==> src/rtl/mc_controller.sv <==
`timescale 1ns/1ps
// mc_controller
// Multi-cycle control FSM for the single-fetch datapath. It sequences one
// instruction at a time through FETCH/DECODE/EXEC/MEM/WB and drives every
// write enable and mux select. Datapath selects are decoded from the IR
// alone; write enables are gated by the current state. A retired-instruction
// counter and a sticky illegal-instruction flag are also kept here.
module mc_controller (
    input  logic        clk,
    input  logic        reset,
    input  logic [31:0] instr,
    input  logic        zero,
    output logic        ir_we,
    output logic        pc_we,
    output logic [1:0]  npc_sel,
    output logic        reg_we,
    output logic [1:0]  reg_dst,
    output logic [1:0]  wd_sel,
    output logic        alu_src,
    output logic [1:0]  ext_op,
    output logic [2:0]  alu_op,
    output logic        mem_we,
    output logic [2:0]  state,
    output logic [31:0] instr_count,
    output logic        illegal
);

    // State encoding (also exported on the debug port).
    localparam logic [2:0] S_FETCH  = 3'd0;
    localparam logic [2:0] S_DECODE = 3'd1;
    localparam logic [2:0] S_EXEC   = 3'd2;
    localparam logic [2:0] S_MEM    = 3'd3;
    localparam logic [2:0] S_WB     = 3'd4;

    // Primary opcodes.
    localparam logic [5:0] OP_RTYPE = 6'b000000;
    localparam logic [5:0] OP_ORI   = 6'b001101;
    localparam logic [5:0] OP_LUI   = 6'b001111;
    localparam logic [5:0] OP_LW    = 6'b100011;
    localparam logic [5:0] OP_SW    = 6'b101011;
    localparam logic [5:0] OP_BEQ   = 6'b000100;
    localparam logic [5:0] OP_J     = 6'b000010;
    localparam logic [5:0] OP_JAL   = 6'b000011;

    // R-type function codes.
    localparam logic [5:0] FN_ADDU  = 6'b100001;
    localparam logic [5:0] FN_SUBU  = 6'b100011;
    localparam logic [5:0] FN_JR    = 6'b001000;

    // Next-PC selects.
    localparam logic [1:0] NPC_SEQ  = 2'b00;
    localparam logic [1:0] NPC_BEQ  = 2'b01;
    localparam logic [1:0] NPC_J    = 2'b10;
    localparam logic [1:0] NPC_JR   = 2'b11;

    // Register destination selects.
    localparam logic [1:0] DST_RT   = 2'b00;
    localparam logic [1:0] DST_RD   = 2'b01;
    localparam logic [1:0] DST_RA   = 2'b10;

    // Write-data selects.
    localparam logic [1:0] WD_ALU   = 2'b00;
    localparam logic [1:0] WD_MEM   = 2'b01;
    localparam logic [1:0] WD_PC4   = 2'b10;

    // Extender modes.
    localparam logic [1:0] EXT_ZERO = 2'b00;
    localparam logic [1:0] EXT_SIGN = 2'b01;
    localparam logic [1:0] EXT_HIGH = 2'b10;

    // ALU operations.
    localparam logic [2:0] ALU_ADD  = 3'b000;
    localparam logic [2:0] ALU_SUB  = 3'b001;
    localparam logic [2:0] ALU_OR   = 3'b010;

    logic [2:0] state_q;
    logic [2:0] state_d;

    logic [5:0] opcode;
    logic [5:0] funct;

    logic is_nop;
    logic is_rtype;
    logic is_addu;
    logic is_subu;
    logic is_jr;
    logic is_ori;
    logic is_lui;
    logic is_lw;
    logic is_sw;
    logic is_beq;
    logic is_j;
    logic is_jal;
    logic is_illegal;
    logic ends_in_decode;
    logic is_alu_wb;

    // The branch condition is applied by the fetch unit, so it is not
    // needed here; it is only tied off to keep the port list uniform.
    logic unused_zero;
    assign unused_zero = zero;

    assign opcode = instr[31:26];
    assign funct  = instr[5:0];

    // All-zero word is the canonical nop; any other R-type with an unknown
    // function code falls through to illegal.
    assign is_nop     = (instr == 32'd0);
    assign is_rtype   = (opcode == OP_RTYPE) && !is_nop;
    assign is_addu    = is_rtype && (funct == FN_ADDU);
    assign is_subu    = is_rtype && (funct == FN_SUBU);
    assign is_jr      = is_rtype && (funct == FN_JR);
    assign is_ori     = (opcode == OP_ORI);
    assign is_lui     = (opcode == OP_LUI);
    assign is_lw      = (opcode == OP_LW);
    assign is_sw      = (opcode == OP_SW);
    assign is_beq     = (opcode == OP_BEQ);
    assign is_j       = (opcode == OP_J);
    assign is_jal     = (opcode == OP_JAL);
    assign is_illegal = !(is_nop | is_addu | is_subu | is_jr | is_ori | is_lui |
                          is_lw | is_sw | is_beq | is_j | is_jal);

    // Instructions that retire straight out of DECODE.
    assign ends_in_decode = is_j | is_jal | is_jr | is_nop | is_illegal;
    // ALU results written back in WB without a memory access.
    assign is_alu_wb      = is_addu | is_subu | is_ori | is_lui;

    assign state = state_q;

    // State register; reset returns the sequencer to FETCH.
    always_ff @(posedge clk) begin
        if (reset) begin
            state_q <= S_FETCH;
        end else begin
            state_q <= state_d;
        end
    end

    // Next-state selection from the current state and the decoded IR.
    always_comb begin
        state_d = S_FETCH;
        case (state_q)
            S_FETCH: begin
                state_d = S_DECODE;
            end
            S_DECODE: begin
                state_d = ends_in_decode ? S_FETCH : S_EXEC;
            end
            S_EXEC: begin
                if (is_lw | is_sw) begin
                    state_d = S_MEM;
                end else if (is_alu_wb) begin
                    state_d = S_WB;
                end else begin
                    state_d = S_FETCH;
                end
            end
            S_MEM: begin
                state_d = is_lw ? S_WB : S_FETCH;
            end
            S_WB: begin
                state_d = S_FETCH;
            end
            default: begin
                state_d = S_FETCH;
            end
        endcase
    end

    // State-gated write enables; npc_sel stays sequential unless the PC moves.
    always_comb begin
        ir_we   = 1'b0;
        pc_we   = 1'b0;
        reg_we  = 1'b0;
        mem_we  = 1'b0;
        npc_sel = NPC_SEQ;
        if (!reset) begin
            case (state_q)
                S_FETCH: begin
                    ir_we = 1'b1;
                end
                S_DECODE: begin
                    if (is_j) begin
                        pc_we   = 1'b1;
                        npc_sel = NPC_J;
                    end else if (is_jal) begin
                        reg_we  = 1'b1;
                        pc_we   = 1'b1;
                        npc_sel = NPC_J;
                    end else if (is_jr) begin
                        pc_we   = 1'b1;
                        npc_sel = NPC_JR;
                    end else if (is_nop | is_illegal) begin
                        pc_we   = 1'b1;
                    end
                end
                S_EXEC: begin
                    if (is_beq) begin
                        pc_we   = 1'b1;
                        npc_sel = NPC_BEQ;
                    end
                end
                S_MEM: begin
                    if (is_sw) begin
                        mem_we = 1'b1;
                        pc_we  = 1'b1;
                    end
                end
                S_WB: begin
                    reg_we = 1'b1;
                    pc_we  = 1'b1;
                end
                default: begin
                    ir_we = 1'b0;
                end
            endcase
        end
    end

    // Datapath selects decoded from the IR alone, independent of state.
    always_comb begin
        reg_dst = DST_RT;
        wd_sel  = WD_ALU;
        alu_src = 1'b0;
        ext_op  = EXT_ZERO;
        alu_op  = ALU_ADD;
        if (is_addu) begin
            reg_dst = DST_RD;
            alu_op  = ALU_ADD;
        end else if (is_subu) begin
            reg_dst = DST_RD;
            alu_op  = ALU_SUB;
        end else if (is_ori) begin
            alu_src = 1'b1;
            ext_op  = EXT_ZERO;
            alu_op  = ALU_OR;
        end else if (is_lui) begin
            alu_src = 1'b1;
            ext_op  = EXT_HIGH;
            alu_op  = ALU_OR;
        end else if (is_lw) begin
            wd_sel  = WD_MEM;
            alu_src = 1'b1;
            ext_op  = EXT_SIGN;
            alu_op  = ALU_ADD;
        end else if (is_sw) begin
            alu_src = 1'b1;
            ext_op  = EXT_SIGN;
            alu_op  = ALU_ADD;
        end else if (is_beq) begin
            alu_src = 1'b0;
            alu_op  = ALU_SUB;
        end else if (is_jal) begin
            reg_dst = DST_RA;
            wd_sel  = WD_PC4;
        end
    end

    // Retired-instruction counter: one count per PC update, wrapping at 2^32.
    always_ff @(posedge clk) begin
        if (reset) begin
            instr_count <= 32'd0;
        end else if (pc_we) begin
            instr_count <= instr_count + 32'd1;
        end
    end

    // Sticky flag raised when an undefined encoding retires.
    always_ff @(posedge clk) begin
        if (reset) begin
            illegal <= 1'b0;
        end else if (pc_we && is_illegal) begin
            illegal <= 1'b1;
        end
    end

endmodule

==> config.mk <==
export PLATFORM = sky130hd
export DESIGN_NAME = mc_controller
export DESIGN_NICKNAME = d
export VERILOG_FILES = /design/src/rtl/mc_controller.sv
export SDC_FILE = /design/constraint.sdc
export NUM_CORES = 1
export LEC_CHECK = 0
export CAP_MARGIN = 20
export CELL_PAD_IN_SITES_DETAIL_PLACEMENT = 0
export CELL_PAD_IN_SITES_GLOBAL_PLACEMENT = 2
export CORE_MARGIN = 3
export CORE_UTILIZATION = 24
export CTS_BUF_LIST = sky130_fd_sc_hd__clkbuf_8
export DETAILED_ROUTE_END_ITERATION = 8
export MAX_ROUTING_LAYER = met4
export PLACE_DENSITY_LB_ADDON = 0.1
export REMOVE_ABC_BUFFERS = 1
export SETUP_SLACK_MARGIN = 0.3
export SLEW_MARGIN = 10
export SYNTH_ARGS = -nofsm -noshare
export SYNTH_HDL_FRONTEND = slang
export SYNTH_SLANG_ARGS = --single-unit
==> constraint.sdc <==
create_clock -name clk -period 2.9 [get_ports clk]
set_input_delay 0.29 -clock clk [delete_from_list [all_inputs] [get_ports clk]]
set_output_delay 0.29 -clock clk [all_outputs]
set_load 0.005 [all_outputs]
==> impl_metrics.ini, run 1 <==
[placement]
place_hpwl_microns = 5160
io_buffers = 84
placed_cells = 455
dp_slack_ns = 0.0456
place.gp.congestion = 0.677

[final_layout]
multi_input_area_sq_um = 1270
final_cell_count_no_fill = 463
syn2layout_area_growth_pct = 54.3
finalNetCount = 394
final_cell_mix = clkdlybuf4s50_1 (78), dfxtp_1 (36), a21oi_1 (31), nand2_1 (16), buf_4 (16)
nFillCells = 866
num_antenna_cells = 0
regArea_sq_um = 721
layout-drive-gt1-share_pct = 8.94
layout_commonest_cell = clkdlybuf4s50_1

[sta]
min_period_over_period_pct = 85.3
setup_viol = 0
hold_viol_final = 0
drv_slew = 0
worst_slack_ns = 0.427
fmax_ghz = 0.404
finalSetupTns_ns = 0
rsz0062_at_grt = false
finalClockSkew_ns = 0.00263
fin_crit_ns = 2.47

[min_path]
hold_class = reg -> reg

[detailed_routing]
drtIter0Drc = 62
postRouteAntennaNets = 0
vias = 2356
wl_per_cell_microns = 14.7
finalWirelength_microns = 6790
vias_per_cell = 5.09
drc = 0
drt_first_pass_iters = 4

[setup_path]
slowest_stage = clkdlybuf4s50_1
critPathMaxFanout = 7
critPathArrivalTime_ns = 2.18
critPathLaunchType = input port
cp_cell_sequence = clkdlybuf4s50_1, or3_1, buf_4, nor3_1, clkdlybuf4s50_1
crit_type = in -> out
cpMostUsedCell = clkdlybuf4s50_1
worstPathRequired_ns = 2.61
end_kind = output pin
cp_slowest_stage_delay_ns = 0.54

[global_route]
grt_use_total_pct = 14.1
antenna_found_initial = 0
grt_max_degree = 26
grt_pass1_vias = 2354
grt_pass1_wl_microns = 11100
gr-total-overflow = 0

[synth]
synth-edff-count = 0
yosys_warnings = 0
yosysSeqAreaShare_pct = 34.8
syn_area_sq_um = 2070
ys_async_sr_fraction_pct = 0
synth_cells = 265
ys_ff_latch = 36
dominantRegCellSynth = dfxtp_1
syn_area_per_cell_sq_um = 7.82
synth.distinct_cells = 46

[floorplanning]
initial_core_util_pct = 25.0
boundaryPins = 87
fp-row-count = 33
die_w_microns = 98.9
die_h_microns = 98.9
coreArea_sq_um = 8300
die_area_sq_um = 9780

[clocking]
clockBufferDepth = 2
cts-root-buf = clkbuf_8
clock_sinks = 36
clk_latency_ns = 0.28
clkTransAtPathRegs_ns = 0.07
tritoncts = yes
cts_hold_buf = 0
h-tree-depth = 2
cts_buffers = 5

[power]
swShare_pct = 25.6
pwr-share-clk_pct = 34.7
p_per_area_nw_per_um2 = 310
leakagePower_nw = 1.04
ir_worst_vdd_uv = 149
pwr-share-seq_pct = 51.4
intPower_mw = 0.737
power.net_switching_mw = 0.254
p_comb_share_pct = 14.0

[job]
maxCapViolCount = 0

[run_status]
status = completed
[cell usage after synthesis, drive strengths merged (9+ instances only)]
cell type / number / area [sq um]
nor4: 10 / 62.6
nand4: 9 / 56.3
o31ai: 14 / 119
nand3: 15 / 75.1
or4: 13 / 97.6
nor2: 15 / 56.3
dfxtp: 36 / 721
a21oi: 31 / 155
inv: 11 / 41.3
nand2: 17 / 63.8
or3: 15 / 93.8
o21ai: 17 / 88.8
[sequential cells by signal (all words and copies together), names as in the netlist]
| name | flops |
|---|---|
| illegal | 1 |
| state | 3 |
| instr_count | 32 |
[through the flow]
stage | util (%) | power (mW) | hold slack, ns | area (sq um)
6_report | 38.5 | 0.991 | 0.449 | 3200
5_1_grt | 38.5 | 1.04 | 0.484 | 3200
4_1_cts | 38.4 | 1.01 | 0.452 | 3180
3_5_place_dp | 37.2 | 0.658 | 0.442 | 3090
3_3_place_gp | 37.2 | 0.659 | 0.435 | 3090
2_1_floorplan | - | 0.557 | 0.359 | 2010
[layout make-up]
| class | instances | share of cell area [%] |
|---|---|---|
| Clock buffer | 5 | 2.15 |
| Clock inverter | 2 | 0.274 |
| Inverter | 11 | 1.29 |
| Multi-Input combinational cell | 204 | 39.7 |
| Sequential cell | 36 | 22.5 |
| Tap cell | 105 | 4.11 |
| Timing Repair Buffer | 100 | 29.9 |
[per-layer routing]
layer	up-vias	GRT usage, %	share of wire [%]
met2	61	22.4	46
met5	-	-	0
li1	1199	-	-
met1	1092	18.5	48
met4	0	3.15	0.78
met3	4	3.04	5.5
[power groups by stage]
stage	clock network, mW	logic [mW]	registers (mW)
after CTS	0.364	0.140	0.509
after global placement	0	0.138	0.520
after global routing	0.374	0.152	0.511
final	0.344	0.138	0.509
after detailed placement	0	0.138	0.520
after floorplan	0	0.0375	0.519
[worst max-delay path: cells and delay by family]
kind          cells  cell delay, ns
buf+inv           3            1.21
simple gates      2            0.68
[repair_timing]
item / CTS / global route
setup endpoints to repair: 6 / 7
buffers inserted: 1 / 0
pin swaps: 2 / 1
gates cloned: 0 / 0
resized for setup: 8 / 4
[cells by family after synthesis]
family / Yosys count / synth area share [%]
buf+inv: 25 / 5.19
mux: 1 / 0.483
fa+ha+maj: 1 / 0.604
flops: 36 / 34.8
simple gates: 119 / 32.9
xor+xnor: 5 / 2.11
other cells: 1 / 0.181
compound gates: 77 / 23.8
[final timing paths]
path,from,to,slack (ns),depth (start not counted)
worst max register to register,state[0]$_SDFF_PP0_,instr_count[22]$_SDFFE_PP0P_,0.72,7
worst max-delay path,instr[30],mem_we,0.43,5
worst min-delay path,illegal$_SDFFE_PP0P_,illegal$_SDFFE_PP0P_,0.45,2
worst min register to register,illegal$_SDFFE_PP0P_,illegal$_SDFFE_PP0P_,0.45,2
(Power assumes the default switching activity.)
==> run 2: changes to the inputs <==
Settings changed: ABC_CLOCK_PERIOD_IN_PS set to 2900, CORE_UTILIZATION 24 to 23, CTS_BUF_LIST sky130_fd_sc_hd__clkbuf_8 to sky130_fd_sc_hd__clkbuf_16.
==> run 2 against run 1 <==
Clock skew is 0.0027 ns higher. Maximum frequency is 2.0% higher. Via count is 1.4% higher.
==> impl_metrics.ini, run 2 (synthesis results as in run 1) <==
[setup_path]
slowest_stage = clkdlybuf4s50_1
cp_slowest_stage_delay_ns = 0.54
crit_type = in -> out
critPathTopFamily = buffers and inverters
critPathArrivalTime_ns = 2.14
cp_num_buf_inv = 2
worstPathRequired_ns = 2.61
cp_cell_sequence = clkdlybuf4s50_1, nor4_2, nand4_1, nor2_1, a21oi_1, nor3_1, clkdlybuf4s50_1
critPathMaxFanout = 3
end_kind = output pin
critPathLaunchType = input port
cpMostUsedCell = clkdlybuf4s50_1

[final_layout]
final_cell_count_no_fill = 464
post-route-util_pct = 38.6
num_antenna_cells = 0
syn2layout_area_growth_pct = 57.7
layout-drive-gt1-share_pct = 8.91
largest-register = instr_count
design_area_sq_um = 3270
final_cell_mix = clkdlybuf4s50_1 (77), dfxtp_1 (36), a21oi_1 (31), nand2_1 (17), buf_4 (16)
layout_commonest_cell = clkdlybuf4s50_1
finalNetCount = 394
largest_reg_flops = 32

[clocking]
cts_buffers = 5
cts_setup_buffers = 0
clkTransAtPathRegs_ns = 0.06
clock_sinks = 36
clk_latency_ns = 0.28
h-tree-depth = 2
cts-root-buf = clkbuf_16
tritoncts = yes
clockBufferDepth = 2
cts_hold_buf = 0

[power]
leakagePower_nw = 1.06
total_power_mw = 1.16
power.net_switching_mw = 0.275
pwr-share-clk_pct = 44.7
p_comb_share_pct = 11.9
p_per_area_nw_per_um2 = 356
pwr-share-seq_pct = 43.5
intPower_mw = 0.889
swShare_pct = 23.6
ir_worst_vdd_uv = 173

[job]
maxCapViolCount = 0

[sta]
holdWs_ns = 0.447
rsz0062_at_grt = false
drv_slew = 0
setup_viol = 0
min_period_over_period_pct = 83.6
finalSetupTns_ns = 0
hold_viol_final = 0
fmax_ghz = 0.412
fin_crit_ns = 2.43
worst_slack_ns = 0.475
finalClockSkew_ns = 0.00528

[placement]
placed_cells = 456
place_hpwl_microns = 5020
io_buffers = 84
dp_slack_ns = 0.0878
place.gp.congestion = 0.817
place_area_sq_um = 3100

[global_route]
antenna_found_initial = 0
grt_pass1_wl_microns = 10900
grt_use_total_pct = 13.5
grt_pass1_vias = 2262
grt_max_degree = 40
gr-total-overflow = 0

[min_path]
hold_class = reg -> reg

[detailed_routing]
vias_per_cell = 5.15
finalWirelength_microns = 6590
drtIter0Drc = 88
wl_per_cell_microns = 14.2
drt_first_pass_iters = 4
drc = 0
vias = 2389
postRouteAntennaNets = 0

[run_status]
status = completed

[floorplanning]
die_h_microns = 101
fp-row-count = 33
boundaryPins = 87
coreArea_sq_um = 8460
die_area_sq_um = 10200
initial_core_util_pct = 24.5
die_w_microns = 101
[run 2: cell types whose count changed in the layout (fill, tap and decap cells not counted)]
| cell | change |
|---|---|
| clkinvlp_4 | +1 |
| dlymetal6s2s_1 | +1 |
| nor4_2 | +1 |
| clkbuf_16 | +5 |
| clkinv_1 | +1 |
| nand2_1 | +1 |
| clkdlybuf4s50_1 | -1 |
| nand2_2 | -1 |
| nor4_1 | -1 |
| clkinv_2 | -1 |
| clkbuf_8 | -5 |
[run 2: final timing paths]
check        cells past startpoint  slack, ns                           end                  from
max                              7       0.47                    npc_sel[0]              instr[4]
min                              2       0.45          illegal$_SDFFE_PP0P_  illegal$_SDFFE_PP0P_
max reg2reg                      6       0.78  instr_count[22]$_SDFFE_PP0P_   state[1]$_SDFF_PP0_
min reg2reg                      2       0.45          illegal$_SDFFE_PP0P_  illegal$_SDFFE_PP0P_
[run 2: power by group through the flow]
stage | Combinational [mW] | Clock, mW | Sequential, mW
2_1_floorplan | 0.0375 | 0 | 0.519
3_3_place_gp | 0.140 | 0 | 0.517
3_5_place_dp | 0.140 | 0 | 0.517
4_1_cts | 0.140 | 0.536 | 0.506
5_1_grt | 0.151 | 0.555 | 0.507
6_report | 0.138 | 0.520 | 0.506
[run 2: area by class of cell]
| cell class | instances | area (sq um) |
|---|---|---|
| fill | 890 | 5200 |
| timing repair buffer | 100 | 960 |
| multi-input combinational | 204 | 1270 |
| clock buffer | 5 | 125 |
| clock inverter | 3 | 15.0 |
| sequential | 36 | 721 |
| tap | 105 | 131 |
| inverter | 11 | 41.3 |
[run 2: worst reg2reg max path, stage by stage, from the launching register on]
cell	delay, ns
dfxtp_1	0.58
nand2_1	0.19
o31ai_4	0.24
buf_4	0.19
o211ai_1	0.18
or4_1	0.53
a21oi_1	0.14
[run 2: per-layer routing]
layer | vias up | routed length (microns) | GRT usage [%]
li1 | 1213 | - | -
met1 | 1093 | 3080 | 17.5
met2 | 77 | 2960 | 21.1
met3 | 6 | 464 | 3.25
met4 | 0 | 89 | 3.68
met5 | - | 0 | -
[run 2: repair_timing]
action / in CTS / in global routing
pin swaps: 2 / 0
endpoints found under the setup margin: 5 / 8
resized for setup: 7 / 6
